[src/rtl/seq_divider.sv]
// Multi-cycle unsigned restoring divider.
// start/busy/done handshake, one quotient bit per clock.
module seq_divider #(
  parameter int DATA_WIDTH = 20
) (
  input  logic                  clk,
  input  logic                  rst_n,
  input  logic                  start,
  input  logic [DATA_WIDTH-1:0] dividend,
  input  logic [DATA_WIDTH-1:0] divisor,
  output logic [DATA_WIDTH-1:0] quotient,
  output logic [DATA_WIDTH-1:0] remainder,
  output logic                  busy,
  output logic                  done,
  output logic                  div_by_zero
);

  localparam int DW = DATA_WIDTH;
  localparam int CW = $clog2(DATA_WIDTH + 1);

  typedef enum logic [1:0] {
    IDLE,
    RUN,
    FINISH
  } state_t;

  state_t        state;
  logic [DW-1:0] rem_q;
  logic [DW-1:0] quo_q;
  logic [DW-1:0] dvs_q;
  logic [CW-1:0] cnt;
  logic          zpend;

  logic [DW:0]   r_sh;
  logic [DW-1:0] q_sh;
  logic [DW+1:0] sum;
  logic          no_borrow;
  logic [DW-1:0] r_next;
  logic [DW-1:0] q_next;
  logic          unused_top;
  logic          accept;

  // Shift {R,Q} and do the trial subtract as R + ~D + 1.
  // R stays below the divisor, so its top working bit
  // only ever lives in the shifted copy r_sh.
  always_comb begin
    r_sh       = {rem_q, quo_q[DW-1]};
    q_sh       = {quo_q[DW-2:0], 1'b0};
    sum        = {1'b0, r_sh}
               + {1'b0, ~{1'b0, dvs_q}}
               + (DW+2)'(1);
    no_borrow  = sum[DW+1];
    unused_top = sum[DW];
    r_next     = no_borrow ? sum[DW-1:0]
                           : r_sh[DW-1:0];
    q_next     = {q_sh[DW-1:1], no_borrow};
  end

  // A new op is taken when idle or in the done cycle.
  assign accept = start &&
    (state == IDLE ||
     (state == FINISH && !zpend));

  // Control FSM, datapath and registered results.
  always_ff @(posedge clk or negedge rst_n) begin
    if (!rst_n) begin
      state       <= IDLE;
      rem_q       <= '0;
      quo_q       <= '0;
      dvs_q       <= '0;
      cnt         <= '0;
      zpend       <= 1'b0;
      quotient    <= '0;
      remainder   <= '0;
      busy        <= 1'b0;
      done        <= 1'b0;
      div_by_zero <= 1'b0;
    end else if (accept) begin
      quo_q <= dividend;
      dvs_q <= divisor;
      rem_q <= '0;
      cnt   <= '0;
      busy  <= 1'b1;
      done  <= 1'b0;
      if (divisor == '0) begin
        zpend <= 1'b1;
        state <= FINISH;
      end else begin
        zpend <= 1'b0;
        state <= RUN;
      end
    end else begin
      unique case (state)
        IDLE: begin
          done <= 1'b0;
        end
        RUN: begin
          rem_q <= r_next;
          quo_q <= q_next;
          cnt   <= cnt + CW'(1);
          if (cnt == CW'(DW - 1)) begin
            quotient    <= q_next;
            remainder   <= r_next;
            div_by_zero <= 1'b0;
            busy        <= 1'b0;
            done        <= 1'b1;
            state       <= FINISH;
          end
        end
        FINISH: begin
          if (zpend) begin
            quotient    <= '1;
            remainder   <= quo_q;
            div_by_zero <= 1'b1;
            busy        <= 1'b0;
            done        <= 1'b1;
            zpend       <= 1'b0;
          end else begin
            done  <= 1'b0;
            state <= IDLE;
          end
        end
        default: begin
          state <= IDLE;
        end
      endcase
    end
  end

endmodule

[config.mk]
export PLATFORM = sky130hd
export DESIGN_NAME = seq_divider
export DESIGN_NICKNAME = d
export VERILOG_FILES = /design/src/rtl/seq_divider.sv
export SDC_FILE = /design/constraint.sdc
export NUM_CORES = 1
export LEC_CHECK = 0
export CAP_MARGIN = 10
export CORE_ASPECT_RATIO = 0.7
export CORE_MARGIN = 2
export CORE_UTILIZATION = 51
export DETAILED_ROUTE_END_ITERATION = 8
export PLACE_DENSITY = 0.78
export SLEW_MARGIN = 30
export SYNTH_ARGS = -nofsm -noshare
export SYNTH_HDL_FRONTEND = slang
export SYNTH_SLANG_ARGS = --single-unit
[constraint.sdc]
create_clock -name clk -period 2.1 [get_ports clk]
set_input_delay 0.42 -clock clk [delete_from_list [all_inputs] [get_ports clk]]
set_output_delay 0.42 -clock clk [all_outputs]
set_load 0.01 [all_outputs]
==> impl_metrics.env <==
export IMPL_run_status="finished, violations left"
export IMPL_violations="negative setup slack"
export IMPL_finalHoldViolations=0
export IMPL_die_area_mm2=0.0137
export IMPL_drive_above_1_share=0.350
export IMPL_setup_viol=42
export IMPL_design_area_mm2=0.0100
export IMPL_drc=0
export IMPL_worstMarginPinSlew_ns=0.478
export IMPL_ant_nets=0
export IMPL_arrival_ns=2.68
export IMPL_critPathLaunchType="flip-flop"
export IMPL_avgSynthCellArea_um2=9.28
export IMPL_rows=34
export IMPL_yosysWarnings=0
export IMPL_worst_path_max_fanout=4
export IMPL_ys_ff_latch=111
export IMPL_rrSetupSlack_ns=-0.35
export IMPL_cts_htree_levels=3
export IMPL_grt_max_degree=80
export IMPL_die_h_um=98.6
export IMPL_slew_headroom=0.679
export IMPL_dp_hpwl_um=15000
export IMPL_start_util=0.523
export IMPL_r2r_end="rem_q[13]"
export IMPL_clk_latency_ns=0.36
export IMPL_diodes=0
export IMPL_tns_ns=-10.04
export IMPL_yosysSeqAreaShare=0.426
export IMPL_rr_startpoint="quo_q[19]"
export IMPL_clock_path_buffers=2
export IMPL_cts_buffers=9
export IMPL_synth_flop_cell="dfrtp_1"
export IMPL_synthCells=703
export IMPL_clock_fmax_mhz=408
export IMPL_crit_required_ns=2.33
export IMPL_synth_top_cell_area_share=0.426
export IMPL_synthArstFlopShare=1.00
export IMPL_cellPowerDensity_mw_per_mm2=2100
export IMPL_layout_commonest_cell="buf_4"
export IMPL_vias=6907
export IMPL_numClockSinks=111
export IMPL_synthesis_area_mm2=0.00652
export IMPL_fp_dieW_um=139
export IMPL_endpoint_kind="flip-flop"
export IMPL_synth_edf_count=0
export IMPL_placed_area_mm2=0.00867
export IMPL_report_final_slew_viol_count=0
export IMPL_ff2ff_path_depth=10
export IMPL_fin_crit_sh=1.17
export IMPL_timing_worst_setup_path_type="flip-flop to flip-flop"
export IMPL_boundaryPins=86
export IMPL_antenna_found_initial=0
export IMPL_grt_pass1_vias=6772
export IMPL_root_buffer="clkbuf_16"
export IMPL_mostFrequentLayoutCells="132 x buf_4, 109 x dfrtp_1, 84 x clkdlybuf4s50_1, 60 x nand2_1, 54 x o21ai_0"
export IMPL_drt_pass1_iterations=6
export IMPL_cts_tree="yes"
export IMPL_synth_area_top_cells="dfrtp_1 43%, o21ai_0 5.8%, ha_1 4.8%"
export IMPL_pre_cts_slack_ns=-0.364
export IMPL_rsz0062_at_grt="true"
export IMPL_clk_pin_slew_ns=0.08
export IMPL_fin_nets=975
export IMPL_synthesis_nets=772
export IMPL_period_minus_slack_ns=2.45
export IMPL_vdd_drop_max_mv=1.15
export IMPL_place_congestion=0.926
export IMPL_leakagePower_nw=4.16
export IMPL_core_mm2=0.0125
export IMPL_yosysTopAreaCell="dfrtp_1"
export IMPL_synthDistinctLibCells=70
export IMPL_area_growth_pct=53.2
export IMPL_vias_per_cell=6.44
export IMPL_drt_wirelength_per_cell_um=21.5
export IMPL_post_route_util=0.802
export IMPL_first_iter_violations=640
export IMPL_skew_ns=0.0140
export IMPL_ctsHoldBuffers=0
export IMPL_maxCapViolations=0
export IMPL_hp_class="input pin to asynchronous set/reset pin"
export IMPL_whs_ns=0.0664
export IMPL_layout_setup_ws_ns=-0.352
export IMPL_grt_total_usage=0.326
export IMPL_wirelength_um=23100
export IMPL_io_buffers=85
export IMPL_grt_overflow=0
export IMPL_grt_pass1_wl_um=35600
-- worst max-delay path by stage --
stage / endpoint / start / cells past startpoint / slack, ns
after floorplan: rem_q[0] / rem_q[3] / 8 / -0.11
after global placement: rem_q[14] / quo_q[19] / 9 / -0.31
after detailed placement: rem_q[19] / quo_q[19] / 11 / -0.36
after CTS: rem_q[13] / rem_q[8] / 9 / -0.25
after global routing: rem_q[13] / quo_q[19] / 10 / -0.39
final: rem_q[13] / quo_q[19] / 10 / -0.35
-- stage by stage --
step                instances  power (mW)
global route             1073        22.1
global placement         1033        15.9
finish                   1073        21.0
floorplan                 703        10.9
CTS                      1067        19.3
detailed placement       1033        16.2
-- worst max-delay path: stages, from the launching register on --
cell	delay [ns]
dfrtp_1	0.38
inv_1	0.10
ha_4	0.18
buf_4	0.12
nand2b_4	0.14
a21oi_4	0.16
o211ai_4	0.10
a2111o_1	0.49
buf_6	0.19
a311oi_4	0.34
a211oi_2	0.12
-- sequential cells by signal, indices dropped and copies added (netlist names), 2 cells and up --
register	count
cnt	5
dvs_q	20
quo_q	20
quotient	20
rem_q	20
remainder	20
state	2
-- report_power, final --
part | switching (mW) | total, mW | internal [mW]
logic | 8.03 | 15.3 | 7.27
registers | 0.802 | 3.92 | 3.11
clock network | 0.899 | 1.74 | 0.845
total | 9.73 | 21.0 | 11.2
-- cells in the mapped netlist, drive strengths merged, types with 16 or more instances --
cell type,number
a21oi,32
a22oi,16
buf,16
clkbuf,38
dfrtp,111
ha,25
inv,30
mux2i,22
nand2,66
nand3,30
nor2,30
nor3,19
o21ai,80
o22a,19
-- layer usage --
layer  vias to the layer above  part of all wire  wire length [um]  track usage
met2                       347              0.46             10600        0.525
li1                       3038                 -                 -            -
met5                         -                 0                 0            0
met1                      3459              0.43              9960        0.453
met4                         0             0.032               731       0.0925
met3                        63             0.077              1790       0.0666
-- final cells by class --
class,count,area (um^2)
clock buffer,9,225
clock inverter,7,76.3
fill,756,2470
inverter,30,113
multi-input combinational,508,4260
sequential,111,2780
tap,162,203
timing repair buffer,246,2340
-- what timing repair did --
action,in CTS,in global routing
cloned,6,1
pin swaps,41,40
endpoints found under the setup margin,62,62
buffers inserted,12,11
gates resized for setup,89,70
-- cell families (layout without fill, tap and decap cells) --
kind of cell | after synthesis | count (layout) | synth area share
compound gates | 253 | 253 | 0.271
simple gates | 193 | 193 | 0.144
flops | 111 | 111 | 0.426
buf+inv | 84 | 292 | 0.0547
fa+ha+maj | 26 | 26 | 0.0510
mux | 23 | 23 | 0.0355
xor+xnor | 13 | 13 | 0.0175
Note: power is estimated with default switching activity, not from simulation.
